==> src/rtl/wordle_guess_ctrl_pkg.sv <==
// Shared types and constants for the Wordle guess front-end controller.
// Holds color/state enums, sizing constants and the register-file counter encoding.
package wordle_pkg;

    localparam int LETTER_W = 5;
    localparam int COLOR_W  = 2;
    localparam int LETTERS  = 5;
    localparam int MAX_ROWS = 6;

    localparam logic [4:0] OFS_ENTRY  = 5'd0;
    localparam logic [4:0] OFS_STROBE = 5'd4;
    localparam logic [4:0] OFS_WAIT   = 5'd1;
    localparam logic [4:0] OFS_DONE   = 5'd2;

    typedef enum logic [1:0] {
        COLOR_NONE   = 2'd0,
        COLOR_GRAY   = 2'd1,
        COLOR_YELLOW = 2'd2,
        COLOR_GREEN  = 2'd3
    } color_t;

    typedef enum logic [2:0] {
        ENTRY,
        STROBE,
        WAIT,
        CAPTURE,
        WON,
        LOST
    } state_t;

    // The register file decodes 5*row + offset; 5*row is built as (row<<2)+row.
    function automatic logic [4:0] counter_code(input state_t st, input logic [2:0] row);
        logic [4:0] ofs;
        case (st)
            ENTRY:         ofs = OFS_ENTRY;
            STROBE:        ofs = OFS_STROBE;
            WAIT, CAPTURE: ofs = OFS_WAIT;
            default:       ofs = OFS_DONE;
        endcase
        return ({2'b00, row} << 2) + {2'b00, row} + ofs;
    endfunction

endpackage

==> src/rtl/wordle_guess_ctrl_if.sv <==
// Keyboard, game-control and register-file Wordle port bundle.
// master = the guess controller, slave = keyboard / register file / processor side.
interface wordle_guess_ctrl_if;

    logic        new_game;
    logic [24:0] answer_in;
    logic        key_valid;
    logic [4:0]  key_code;
    logic        key_back;
    logic        key_enter;
    logic        readysignal;
    logic [31:0] data_color0, data_color1, data_color2, data_color3, data_color4;

    logic [4:0]  counter;
    logic [31:0] data_corr0, data_corr1, data_corr2, data_corr3, data_corr4;
    logic [31:0] data_guess0, data_guess1, data_guess2, data_guess3, data_guess4;
    logic [2:0]  cur_row;
    logic [2:0]  cur_col;
    logic        hist_we;
    logic [2:0]  hist_row;
    logic [9:0]  hist_colors;
    logic        won;
    logic        lost;

    modport master (
        input  new_game, answer_in, key_valid, key_code, key_back, key_enter, readysignal,
        input  data_color0, data_color1, data_color2, data_color3, data_color4,
        output counter,
        output data_corr0, data_corr1, data_corr2, data_corr3, data_corr4,
        output data_guess0, data_guess1, data_guess2, data_guess3, data_guess4,
        output cur_row, cur_col, hist_we, hist_row, hist_colors, won, lost
    );

    modport slave (
        output new_game, answer_in, key_valid, key_code, key_back, key_enter, readysignal,
        output data_color0, data_color1, data_color2, data_color3, data_color4,
        input  counter,
        input  data_corr0, data_corr1, data_corr2, data_corr3, data_corr4,
        input  data_guess0, data_guess1, data_guess2, data_guess3, data_guess4,
        input  cur_row, cur_col, hist_we, hist_row, hist_colors, won, lost
    );

endinterface

==> src/rtl/wordle_guess_ctrl_rise_detect.sv <==
// 1-bit rising-edge detector: remembers last cycle's sample, flags a 0->1 step.
// The history register clears synchronously with the active-low reset.
module rise_detect (
    input  logic clock,
    input  logic ctrl_reset,
    input  logic din,
    output logic rise
);

    logic prev_q;

    always_ff @(posedge clock) begin
        if (!ctrl_reset) begin
            prev_q <= 1'b0;
        end else begin
            prev_q <= din;
        end
    end

    assign rise = din & ~prev_q;

endmodule

==> src/rtl/wordle_guess_ctrl.sv <==
// Wordle guess controller: gathers keystrokes into a guess, hands it to the register
// file, waits for the processor's colors and records them as a per-row history write.
module wordle_guess_ctrl #(
    parameter int MAX_ROWS = 6,
    parameter int LETTERS  = 5
) (
    input  logic               clock,
    input  logic               ctrl_reset,
    wordle_guess_ctrl_if.master bus
);

    import wordle_pkg::*;

    localparam logic [2:0] FULL_COL = 3'(LETTERS);
    localparam logic [2:0] LAST_ROW = 3'(MAX_ROWS - 1);

    state_t              state_q, state_d;
    logic [2:0]          row_q, col_q;
    logic [LETTER_W-1:0] guess_q [LETTERS];
    logic [LETTER_W-1:0] corr_q  [LETTERS];
    logic                hist_we_q;
    logic [2:0]          hist_row_q;
    logic [9:0]          hist_colors_q;
    logic [9:0]          colors_in;
    logic                ready_rise;
    logic                letter_ok;
    logic                all_green;
    logic                unused_color_bits;

    rise_detect u_ready_rise (
        .clock      (clock),
        .ctrl_reset (ctrl_reset),
        .din        (bus.readysignal),
        .rise       (ready_rise)
    );

    assign colors_in = {bus.data_color4[1:0], bus.data_color3[1:0], bus.data_color2[1:0],
                        bus.data_color1[1:0], bus.data_color0[1:0]};
    assign unused_color_bits = ^{bus.data_color4[31:2], bus.data_color3[31:2],
                                 bus.data_color2[31:2], bus.data_color1[31:2],
                                 bus.data_color0[31:2]};
    assign letter_ok = (bus.key_code != 5'd0) && (bus.key_code <= 5'd26);
    assign all_green = (hist_colors_q == '1);

    always_ff @(posedge clock) begin
        if (!ctrl_reset) begin
            state_q <= ENTRY;
        end else begin
            state_q <= state_d;
        end
    end

    always_comb begin
        state_d = state_q;
        case (state_q)
            ENTRY:   if (bus.key_enter && col_q == FULL_COL) state_d = STROBE;
            STROBE:  state_d = WAIT;
            WAIT:    if (ready_rise) state_d = CAPTURE;
            CAPTURE: begin
                if (all_green)              state_d = WON;
                else if (row_q == LAST_ROW) state_d = LOST;
                else                        state_d = ENTRY;
            end
            default: state_d = state_q;
        endcase
        if (bus.new_game) state_d = ENTRY;
    end

    // Enter outranks back, back outranks letter; a blocked enter still swallows the others.
    always_ff @(posedge clock) begin
        if (!ctrl_reset) begin
            row_q         <= '0;
            col_q         <= '0;
            hist_we_q     <= 1'b0;
            hist_row_q    <= '0;
            hist_colors_q <= '0;
            for (int i = 0; i < LETTERS; i++) begin
                guess_q[i] <= '0;
                corr_q[i]  <= '0;
            end
        end else if (bus.new_game) begin
            row_q     <= '0;
            col_q     <= '0;
            hist_we_q <= 1'b0;
            for (int i = 0; i < LETTERS; i++) begin
                guess_q[i] <= '0;
                corr_q[i]  <= bus.answer_in[i*LETTER_W +: LETTER_W];
            end
        end else begin
            hist_we_q <= 1'b0;
            case (state_q)
                ENTRY: begin
                    if (!bus.key_enter) begin
                        if (bus.key_back) begin
                            if (col_q != 3'd0) begin
                                col_q                 <= col_q - 3'd1;
                                guess_q[col_q - 3'd1] <= '0;
                            end
                        end else if (bus.key_valid && letter_ok && col_q < FULL_COL) begin
                            guess_q[col_q] <= bus.key_code;
                            col_q          <= col_q + 3'd1;
                        end
                    end
                end
                WAIT: begin
                    if (ready_rise) begin
                        hist_we_q     <= 1'b1;
                        hist_row_q    <= row_q;
                        hist_colors_q <= colors_in;
                    end
                end
                CAPTURE: begin
                    if (state_d == ENTRY) begin
                        row_q <= row_q + 3'd1;
                        col_q <= '0;
                        for (int i = 0; i < LETTERS; i++) guess_q[i] <= '0;
                    end
                end
                default: ;
            endcase
        end
    end

    assign bus.counter     = counter_code(state_q, row_q);
    assign bus.data_corr0  = 32'(corr_q[0]);
    assign bus.data_corr1  = 32'(corr_q[1]);
    assign bus.data_corr2  = 32'(corr_q[2]);
    assign bus.data_corr3  = 32'(corr_q[3]);
    assign bus.data_corr4  = 32'(corr_q[4]);
    assign bus.data_guess0 = 32'(guess_q[0]);
    assign bus.data_guess1 = 32'(guess_q[1]);
    assign bus.data_guess2 = 32'(guess_q[2]);
    assign bus.data_guess3 = 32'(guess_q[3]);
    assign bus.data_guess4 = 32'(guess_q[4]);
    assign bus.cur_row     = row_q;
    assign bus.cur_col     = col_q;
    assign bus.hist_we     = hist_we_q;
    assign bus.hist_row    = hist_row_q;
    assign bus.hist_colors = hist_colors_q;
    assign bus.won         = (state_q == WON);
    assign bus.lost        = (state_q == LOST);

endmodule

==> src/flat_wrapper.sv <==
// flat-port wrapper written by rule: the top's interface ports become plain ports
module wordle_guess_ctrl_flat import wordle_pkg::*;
#(
    parameter int MAX_ROWS = 6,
    parameter int LETTERS  = 5
)
  (clock, ctrl_reset, bus_new_game, bus_answer_in, bus_key_valid, bus_key_code, bus_key_back, bus_key_enter, bus_readysignal, bus_data_color0, bus_data_color1, bus_data_color2, bus_data_color3, bus_data_color4, bus_counter, bus_data_corr0, bus_data_corr1, bus_data_corr2, bus_data_corr3, bus_data_corr4, bus_data_guess0, bus_data_guess1, bus_data_guess2, bus_data_guess3, bus_data_guess4, bus_cur_row, bus_cur_col, bus_hist_we, bus_hist_row, bus_hist_colors, bus_won, bus_lost);
  wordle_guess_ctrl_if bus_i ();
  input  logic clock;
  input  logic ctrl_reset;
  input wire logic [$bits(bus_i.new_game)-1:0] bus_new_game;
  input wire logic [$bits(bus_i.answer_in)-1:0] bus_answer_in;
  input wire logic [$bits(bus_i.key_valid)-1:0] bus_key_valid;
  input wire logic [$bits(bus_i.key_code)-1:0] bus_key_code;
  input wire logic [$bits(bus_i.key_back)-1:0] bus_key_back;
  input wire logic [$bits(bus_i.key_enter)-1:0] bus_key_enter;
  input wire logic [$bits(bus_i.readysignal)-1:0] bus_readysignal;
  input wire logic [$bits(bus_i.data_color0)-1:0] bus_data_color0;
  input wire logic [$bits(bus_i.data_color1)-1:0] bus_data_color1;
  input wire logic [$bits(bus_i.data_color2)-1:0] bus_data_color2;
  input wire logic [$bits(bus_i.data_color3)-1:0] bus_data_color3;
  input wire logic [$bits(bus_i.data_color4)-1:0] bus_data_color4;
  output wire logic [$bits(bus_i.counter)-1:0] bus_counter;
  output wire logic [$bits(bus_i.data_corr0)-1:0] bus_data_corr0;
  output wire logic [$bits(bus_i.data_corr1)-1:0] bus_data_corr1;
  output wire logic [$bits(bus_i.data_corr2)-1:0] bus_data_corr2;
  output wire logic [$bits(bus_i.data_corr3)-1:0] bus_data_corr3;
  output wire logic [$bits(bus_i.data_corr4)-1:0] bus_data_corr4;
  output wire logic [$bits(bus_i.data_guess0)-1:0] bus_data_guess0;
  output wire logic [$bits(bus_i.data_guess1)-1:0] bus_data_guess1;
  output wire logic [$bits(bus_i.data_guess2)-1:0] bus_data_guess2;
  output wire logic [$bits(bus_i.data_guess3)-1:0] bus_data_guess3;
  output wire logic [$bits(bus_i.data_guess4)-1:0] bus_data_guess4;
  output wire logic [$bits(bus_i.cur_row)-1:0] bus_cur_row;
  output wire logic [$bits(bus_i.cur_col)-1:0] bus_cur_col;
  output wire logic [$bits(bus_i.hist_we)-1:0] bus_hist_we;
  output wire logic [$bits(bus_i.hist_row)-1:0] bus_hist_row;
  output wire logic [$bits(bus_i.hist_colors)-1:0] bus_hist_colors;
  output wire logic [$bits(bus_i.won)-1:0] bus_won;
  output wire logic [$bits(bus_i.lost)-1:0] bus_lost;
  assign bus_i.new_game = bus_new_game;
  assign bus_i.answer_in = bus_answer_in;
  assign bus_i.key_valid = bus_key_valid;
  assign bus_i.key_code = bus_key_code;
  assign bus_i.key_back = bus_key_back;
  assign bus_i.key_enter = bus_key_enter;
  assign bus_i.readysignal = bus_readysignal;
  assign bus_i.data_color0 = bus_data_color0;
  assign bus_i.data_color1 = bus_data_color1;
  assign bus_i.data_color2 = bus_data_color2;
  assign bus_i.data_color3 = bus_data_color3;
  assign bus_i.data_color4 = bus_data_color4;
  assign bus_counter = bus_i.counter;
  assign bus_data_corr0 = bus_i.data_corr0;
  assign bus_data_corr1 = bus_i.data_corr1;
  assign bus_data_corr2 = bus_i.data_corr2;
  assign bus_data_corr3 = bus_i.data_corr3;
  assign bus_data_corr4 = bus_i.data_corr4;
  assign bus_data_guess0 = bus_i.data_guess0;
  assign bus_data_guess1 = bus_i.data_guess1;
  assign bus_data_guess2 = bus_i.data_guess2;
  assign bus_data_guess3 = bus_i.data_guess3;
  assign bus_data_guess4 = bus_i.data_guess4;
  assign bus_cur_row = bus_i.cur_row;
  assign bus_cur_col = bus_i.cur_col;
  assign bus_hist_we = bus_i.hist_we;
  assign bus_hist_row = bus_i.hist_row;
  assign bus_hist_colors = bus_i.hist_colors;
  assign bus_won = bus_i.won;
  assign bus_lost = bus_i.lost;
  wordle_guess_ctrl #(.MAX_ROWS(MAX_ROWS), .LETTERS(LETTERS)) u_core (.clock(clock), .ctrl_reset(ctrl_reset), .bus(bus_i));
endmodule
==> config.mk <==
export PLATFORM = sky130hd
export DESIGN_NAME = wordle_guess_ctrl_flat
export DESIGN_NICKNAME = d
export VERILOG_FILES = /design/src/rtl/wordle_guess_ctrl_pkg.sv /design/src/rtl/wordle_guess_ctrl_if.sv /design/src/rtl/wordle_guess_ctrl_rise_detect.sv /design/src/rtl/wordle_guess_ctrl.sv /design/src/flat_wrapper.sv
export SDC_FILE = /design/constraint.sdc
export NUM_CORES = 1
export LEC_CHECK = 0
export CORE_AREA = 10 10 201 203
export CTS_CLUSTER_SIZE = 28
export DETAILED_ROUTE_END_ITERATION = 16
export DIE_AREA = 0 0 211 213
export PLACE_DENSITY = 0.54
export SETUP_SLACK_MARGIN = 0.4
export SYNTH_ARGS = -nofsm -noshare
export SYNTH_HDL_FRONTEND = slang
export SYNTH_SLANG_ARGS = --single-unit
==> constraint.sdc <==
create_clock -name clock -period 2.25 [get_ports clock]
set_input_delay 0.225 -clock clock [delete_from_list [all_inputs] [get_ports clock]]
set_output_delay 0.225 -clock clock [all_outputs]
set_load 0.005 [all_outputs]
## Word level (Yosys, flattened, before mapping)

Memories as Yosys holds them, arrays and structs flattened.
Index checks and enable logic that the tools add are counted.

- Bits in writable memories: 50
- Output and inout port bits: 347
- Flip-flop bits (word level): 24
- Logic and storage cells: 123
- Memories: 2

Memories:

| name | words | width | read ports | clocked after memory_dff | wr ports | RTL line | text |
|---|---|---|---|---|---|---|---|
| u_core.corr_q | 5 | 5 | 5 | 0 | 5 | wordle_guess_ctrl.sv:20 | `logic [LETTER_W-1:0] corr_q [LETTERS];` |
| u_core.guess_q | 5 | 5 | 5 | 0 | 5 | wordle_guess_ctrl.sv:19 | `logic [LETTER_W-1:0] guess_q [LETTERS];` |

- $lt $le $gt $ge: 2
- Mux-type cells: 58
- Equality and inequality tests: 12
- Add/sub/neg operators: 5
- Bitwise operators: 20
- Reduce and logical (&&, ||, !) cells: 17

Operator list:

| kind | number |
|---|---|
| 5-bit 2-to-1 mux | 17 |
| 3-bit 2-to-1 mux | 12 |
| 1-bit 2-to-1 mux | 26 |
| 1-bit bitwise OR | 15 |
| 3-bit == test, second input constant | 4 |
| 3-bit case mux with 4 select lines | 1 |
| 5-bit by 3-bit adder with 5-bit output | 2 |
| 10-bit == test, second input constant | 1 |
| 5-bit OR reduction | 2 |
| 3-bit case mux with 3 select lines | 1 |
| 3-bit by 1-bit adder with 3-bit output, second input constant | 2 |
| 3-bit by 2-bit == test with 1-bit output, second input constant | 2 |
| 3-bit logical NOT | 2 |
| 3-bit by 2-bit inequality test with 1-bit output, second input constant | 2 |
| 3-bit case mux with 2 select lines | 1 |
| 5-bit <= comparator, second input constant | 1 |
| 5-bit AND reduction | 1 |
| 5-bit nonzero test | 1 |
| 1-bit logical AND | 4 |
| 1-bit NOT | 4 |
| 2-bit OR reduction | 2 |
| 3-bit by 1-bit == test with 1-bit output, second input constant | 1 |
| 3-bit < comparator, second input constant | 1 |
| 3-bit AND reduction | 1 |
| 8 further kinds | 8 |

## Logic depth before layout (Yosys ltp)

Gate-level depths: netlist of the first run.

- Depth after elaboration: 14
- Mapped depth: 8
- Gate-level depth less buffers: 7

## Cells and area by module

Synthesis of the first run repeated with hierarchy kept, for this count alone.

- Cells, all modules: 567
- Area total of the unflattened synthesis: 5501.5 µm²

Modules (own cells, without submodules):

| module | times used | area each (µm²) | cells an instance |
|---|---|---|---|
| wordle_guess_ctrl | 1 | 5461.5 | 564 |
| rise_detect | 1 | 40.0 | 3 |

## Worst setup path after synthesis of the first run

No wires, ideal clock.

- Path type: flip-flop to output port
- Start: register u_core.state_q[0]
- End: output bus_counter[4]
- Data required time: 2.025 ns
- Cell stages (with the launch flop): 9
- Setup slack: -0.085 ns
- Arrival: 2.110 ns
- Path through: dfxtp_1 clkbuf_1 nor2b_1 nor2b_1 fa_1 ha_1 a21o_1 a21oi_1 xnor2_1

- Word-level cells in the longest chain between the ends: 4
- Elaborated cells between the ends (all ways): 7
- Those cells by class: add/sub (1); eq/ne (3); mux (1); reduce/logical (2)

Ends and longest elaborated chain:

| element | RTL line | text |
|---|---|---|
| start, declared | wordle_guess_ctrl.sv:17 | `state_t state_q, state_d;` |
| start signal, assigned | wordle_guess_ctrl.sv:49 | `state_q <= state_d;` |
| 3-bit by 2-bit == test with 1-bit output | wordle_guess_ctrl_pkg.sv:34 | `case (st)` |
| 2-bit OR reduction | wordle_guess_ctrl_pkg.sv:34 |  |
| 3-bit case mux with 3 select lines * | wordle_guess_ctrl_pkg.sv:34 |  |
| 5-bit by 3-bit adder with 5-bit output * | wordle_guess_ctrl_pkg.sv:40 | `return ({2'b00, row} << 2) + {2'b00, row} + ofs;` |
| end, declared | flat_wrapper.sv:23 | `output wire logic [$bits(bus_i.counter)-1:0] bus_counter;` |

Every way passes the cells marked *; elsewhere a longest branch is shown, timed or not.

## Worst setup path after layout of the first run

Ends and elaborated chain as after synthesis.

==> flow_summary.ini, run 1 <==
[yosys]
synth_most_common_cell = buf_4
synth_commonest_cells = buf_4 (270), edfxtp_1 (50), nor2_1 (30), and2_1 (26), and3_1 (26)
ys_seq_elements = 74
synth-edff-count = 50
async_flop_share_pct = 0
synth_ff_type = edfxtp_1
synth.area.top_cells = buf_4 (38%), edfxtp_1 (28%), dfxtp_1 (8.9%)
seq_area_frac_synth_pct = 36.8
netlist_instances = 559
avgSynthCellArea_um2 = 9.63
yosysTopAreaCellShare_pct = 37.6
synthesis.area_um2 = 5390
synth_warnings = 0
synth_top_area_cell = buf_4
synth_cell_type_count = 42

[timing]
final.setup_skew_ps = 8.71
finalHoldViolations = 0
layout_setup_ws_ps = -243
finalSetupViolations = 3
clock.fmax_mhz = 401
fin_hold_ws_ps = 381
period_needed_ps = 2490
period_share_pct = 111
rsz0062_at_grt = yes
final.setup.tns_ps = -580
finalMaxSlewViolations = 0

[detailed_routing]
antenna_left = 0
vias = 3541
topRoutingLayerUsed = met5
wl_met1_um = 6910
wl_met2_um = 7510
wl_met3_um = 1700
drt_iter0_drc = 75
drc_errors = 0
dr.pass1.iters = 4
avgRoutedWirePerCell_um = 13.6
vias_per_cell = 2.96
routed_wl_um = 16300

[run_status]
violations = negative setup slack
status = finished, violations left

[clock_tree]
ctsHtreeMaxLevel = 3
cts-root-buf = clkbuf_16
clockBufferDepth = 2
cts_sinks = 74
path_clk_slew_ps = 60
cts_tree = yes
cts_buffers = 9
insertion_delay_ps = 350

[place]
port_buffers = 123
place_hpwl_um = 13800
placed_cells = 1170
place.gp.congestion = 0.759
place_ws_ps = -303

[floorplanning]
start_util_pct = 14.9
rows = 70
core_um2 = 36300
dieHeight_um = 213
die_width_um = 211
dieArea_um2 = 44900
io_pins = 544

[setup_path]
crit_required_ps = 2030
critPathKind = reg -> out
cp.arrival_ps = 2270
path_max_fanout = 2
cp-start-kind = flip-flop
crit_path_end_kind = output port

[grt]
grt_usage_pct = 6.66
overflow = 0
grt_pass1_wl_um = 22900
antenna_found_initial = 1
grt_max_degree = 28
grt_pass1_vias = 4006

[job]
maxCapViolCount = 0

[power]
ir_worst_vdd_uv = 321
power_leakage_nw = 3.27
power.density_nw_per_um2 = 515
pwr-share-clk_pct = 44.2
p_sw_w = 0.000939
seq_power_share_pct = 41.6
combPwrFrac_pct = 14.1
power_w = 0.00367
p_sw_share_pct = 25.6
intPower_w = 0.00273

[worst_hold_path]
hold_path.class = in -> reg

[finish]
num-nets-final = 934
layout.cells.non_filler = 1198
area_growth_pct = 32.4
n_fill_cell = 4063
drive_gt1_share_pct = 16.0
[power groups by stage]
stage / registers, W / clock network [W] / logic [W]
floorplan: 0.00156 / 0 / 0.000518
global placement: 0.00156 / 0 / 0.000455
detailed placement: 0.00156 / 0 / 0.000457
CTS: 0.00153 / 0.00169 / 0.000485
global route: 0.00153 / 0.00174 / 0.000578
finish: 0.00153 / 0.00162 / 0.000519
[logic make-up after synthesis]
group / synth area share [%]
fa+ha+maj: 3.30
simple gates: 13.0
mux: 3.21
other cells: 0.0696
flops: 36.8
xor+xnor: 1.14
compound gates: 3.21
buf+inv: 39.3
[per-stage QoR]
step / cell area [um^2] / util (%)
2_1_floorplan: 6450 / -
3_3_place_gp: 6440 / 17.8
3_5_place_dp: 6440 / 17.8
4_1_cts: 7010 / 19.3
5_1_grt: 7130 / 19.7
6_report: 7130 / 19.7
[layer usage]
metal / GRT usage (%) / vias up
li1: - / 1627
met1: 7.63 / 1637
met2: 10.7 / 257
met3: 3.21 / 18
met4: 2.20 / 2
met5: 0 / -
[sequential cells by signal (all words and copies together), names as in the netlist]
signal and count:
u_core.guess_q 25, u_core.bus.cur_col 3, u_core.bus.hist_row 3, u_core.state_q 3, u_core.bus.hist_colors 10, u_core.u_ready_rise.prev_q 1
u_core.bus.cur_row 3, u_core.corr_q 25, u_core.bus.hist_we 1
[layout by cell type (no fill, tap or decap), types with 3 or more instances in the layout]
| master | netlist | final |
|---|---|---|
| a21oi_1 | 8 | 5 |
| and2_1 | 26 | 22 |
| and2_4 | 0 | 4 |
| and3_1 | 26 | 25 |
| buf_2 | 2 | 3 |
| buf_4 | 270 | 38 |
| buf_6 | 0 | 7 |
| clkbuf_16 | 0 | 9 |
| clkdlybuf4s50_1 | 0 | 113 |
| conb_1 | 1 | 270 |
| dfxtp_1 | 24 | 19 |
| dfxtp_2 | 0 | 3 |
| dlymetal6s2s_1 | 0 | 3 |
| edfxtp_1 | 50 | 50 |
| ha_1 | 11 | 9 |
| inv_1 | 10 | 7 |
| mux2i_1 | 15 | 13 |
| nand2_1 | 9 | 8 |
| nand3_1 | 5 | 3 |
| nand4_1 | 3 | 3 |
| nor2_1 | 30 | 27 |
| nor2b_4 | 0 | 4 |
| nor3_2 | 1 | 6 |
| nor3b_1 | 4 | 3 |
| o21ai_0 | 8 | 4 |
| o21ai_4 | 0 | 5 |
| or3_1 | 3 | 3 |
| xnor2_1 | 6 | 6 |
[final timing paths]
kind | cells after the start | end | from | slack [ps]
hold reg to reg | 2 | u_core.bus.hist_row[2]$_SDFFE_PN0P_ | u_core.bus.hist_row[2]$_SDFFE_PN0P_ | 500
setup / recovery | 8 | bus_counter[4] | u_core.state_q[0]$_SDFF_PN0_ | -240
setup reg to reg | 7 | u_core.guess_q[4][3]$_SDFFCE_PN0P_ | u_core.state_q[1]$_SDFF_PN0_ | 270
hold / removal | 3 | u_core.guess_q[0][3]$_SDFFCE_PN0P_ | bus_key_code[3] | 380
[critical path, cell delays in order, from the launching register on]
cell and delay, ps:
dfxtp_2 330, nor2b_4 140, nor2b_4 140, fa_1 440, ha_1 290, a21o_1 190
a21oi_2 130, xnor2_1 120, buf_2 130
[what timing repair did]
| item | 4_1_cts | 5_1_grt |
|---|---|---|
| hold buffers | 0 | 0 |
| pin swaps | 12 | 11 |
| gates resized for setup | 64 | 23 |
| buffers inserted | 6 | 5 |
| gates cloned | 0 | 0 |
| setup endpoints to repair | 57 | 54 |
[cell type report]
| type | instances | area, um^2 | share of cell area, % |
|---|---|---|---|
| Multi-Input combinational cell | 461 | 2580 | 36.3 |
| Timing Repair Buffer | 168 | 1590 | 22.3 |
| Inverter | 10 | 41.3 | 0.579 |
| Sequential cell | 74 | 1990 | 28.0 |
| Clock inverter | 7 | 108 | 1.51 |
| Antenna cell | 1 | 2.50 | 0.0351 |
| Tap cell | 468 | 586 | 8.21 |
| Clock buffer | 9 | 225 | 3.16 |
No activity file was read; power rests on OpenSTA's default activity.
==> inputs of run 2 (changes only) <==
CTS_BUF_LIST = sky130_fd_sc_hd__clkbuf_2   (was default)
clock period = 2 ns   (was 2.25 ns; I/O delays follow)
==> run 2 against run 1 <==
Net effect: sequential share of layout area up 0.28 points; utilization barely moved; via count increased by 1.6%; setup slack got worse by 470 ps; non-clock buffer count rose by 19; the flow still finishes with violations (negative setup slack); clock-buffer cell count unchanged; largest power group is now registers; first-iteration DRC count rose by 59%; global-route usage is 0.14 points higher; sequential cell count unchanged.
==> flow_summary.ini, run 2 (synthesized netlist as in run 1, its figures left out) <==
[timing]
final.setup_skew_ps = 31.1
finalMaxSlewViolations = 0
period_share_pct = 135
finalHoldViolations = 0
rsz0062_at_grt = yes
layout_setup_ws_ps = -710
finalSetupViolations = 30
period_needed_ps = 2710
final.setup.tns_ps = -3330
clock.fmax_mhz = 369

[power]
intPower_w = 0.00235
ir_worst_vdd_uv = 219
p_sw_share_pct = 29.2
power_leakage_nw = 3.52
power.density_nw_per_um2 = 466
power_w = 0.00332
p_sw_w = 0.000972
pwr-share-clk_pct = 31.5
seq_power_share_pct = 51.6
combPwrFrac_pct = 16.9

[clock_tree]
cts-root-buf = clkbuf_2
path_clk_slew_ps = 240
clockBufferDepth = 2
cts_hold_buf = 0
cts_buffers = 9
insertion_delay_ps = 560
ctsHtreeMaxLevel = 3
cts_sinks = 74
cts_tree = yes

[setup_path]
slowest_stage = fa_1
cpLargestDelayFamily = adder cells
crit_path_end_kind = output port
crit_start = u_core.state_q[2]$_SDFF_PN0_
cp_cell_sequence = nor2b_4 > nor2b_4 > fa_1 > ha_1 > a21o_1 > a21oi_2 > xnor2_1 > buf_2
critPathKind = reg -> out
cp.arrival_ps = 2510
crit_required_ps = 1800
critPathMaxStageDelay_ps = 450
worst-path-buf-inv = 1
regToRegStartpoint = u_core.state_q[2]$_SDFF_PN0_
cp_common_cell = nor2b_4
path_max_fanout = 2
cp-start-kind = flip-flop

[floorplanning]
dieHeight_um = 213
dieArea_um2 = 44900
io_pins = 544
start_util_pct = 14.9
die_width_um = 211
core_um2 = 36300
rows = 70

[grt]
grt_usage_pct = 6.80
grt_pass1_vias = 4152
grt_max_degree = 28
overflow = 0
grt_pass1_wl_um = 23700
antenna_found_initial = 0

[finish]
mostFrequentLayoutCells = conb_1 (270), dlygate4sd2_1 (53), edfxtp_1 (50), clkdlybuf4s50_1 (46), buf_4 (41)
num-nets-final = 953
final_common_cell = conb_1
drive_gt1_share_pct = 21.5
fin_util_pct = 19.7
design_area_um2 = 7130
layout.cells.non_filler = 1216
n_fill_cell = 4036
antennaDiodeCount = 0
area_growth_pct = 32.5

[worst_hold_path]
hold_path.class = in -> reg
min-delay-start = bus_readysignal

[place]
place.gp.congestion = 0.784
place_hpwl_um = 13800
port_buffers = 123
placed_cells = 1174
place_area_um2 = 6500

[detailed_routing]
drt_iter0_drc = 119
drc_errors = 0
antenna_left = 0
vias_per_cell = 2.96
avgRoutedWirePerCell_um = 13.9
vias = 3598
dr.pass1.iters = 6
routed_wl_um = 16900

[run_status]
violations = negative setup slack
status = finished, violations left

[job]
maxCapViolCount = 0
run 2: changes by cell type in the layout (fill, tap and decap cells not counted), sizes merged:
| cell | delta |
|---|---|
| buf | +25 |
| clkbuf | +3 |
| clkdlybuf4s15 | +11 |
| clkdlybuf4s50 | -67 |
| clkinv | +3 |
| clkinvlp | -2 |
| diode | -1 |
| dlygate4sd1 | -1 |
| dlygate4sd2 | +51 |
| dlymetal6s2s | -3 |
| inv | -1 |
run 2: final cells by class:
cell class              instances  area (um^2)  share of cell area, %
repair buffers                187         1730                   24.2
multi-input cells             461         2620                   36.8
inverters                      10         40.0                  0.561
well taps                     468          586                   8.21
flip-flops and latches         74         2010                   28.2
clock inverters                 7          100                   1.40
clock buffers                   9         45.0                  0.631
run 2: path summary, 6_finish.rpt:
check / endpoint / slack (ps) / depth (start not counted)
setup / recovery: bus_counter[4] / -710 / 8
hold / removal: u_core.u_ready_rise.prev_q$_SDFF_PN0_ / 200 / 2
setup reg to reg: u_core.guess_q[4][2]$_SDFFCE_PN0P_ / -70 / 8
hold reg to reg: u_core.bus.hist_row[0]$_SDFFE_PN0P_ / 510 / 2
run 2: per-stage QoR:
stage / setup slack [ps] / hold slack, ps
after floorplan: -99.7 / 322
after global placement: -513 / 471
after detailed placement: -502 / 481
after CTS: -818 / 94.1
after global routing: -886 / 134
final: -710 / 200
run 2: per-layer routing:
| metal | track usage, % | share of wire, % | vias up |
|---|---|---|---|
| li1 | - | - | 1664 |
| met1 | 7.96 | 43 | 1655 |
| met2 | 11.2 | 47 | 267 |
| met3 | 2.67 | 9.1 | 12 |
| met4 | 2.20 | 1.2 | 0 |
| met5 | 0 | 0 | - |
run 2: worst reg2reg max path: cells and delay by family (launching register included):
family	cells	cell delay (ps)
compound gates	1	190
buf+inv	3	350
flops	1	410
mux	1	340
simple gates	3	490
run 2: power by group through the flow:
stage	combinational, W	clock (W)	sequential, W
3_5_place_dp	0.000526	0	0.00176
5_1_grt	0.000628	0.00118	0.00172
3_3_place_gp	0.000524	0	0.00175
2_1_floorplan	0.000587	0	0.00176
6_report	0.000562	0.00105	0.00171
4_1_cts	0.000522	0.00113	0.00172
run 2: repair_timing:
| item | 4_1_cts | 5_1_grt |
|---|---|---|
| gates resized for setup | 195 | 28 |
| endpoints found under the setup margin | 133 | 86 |
| buffers inserted | 19 | 6 |
| pin swaps | 24 | 19 |
| endpoints found under the hold margin | 0 | 0 |
| gates cloned | 0 | 1 |
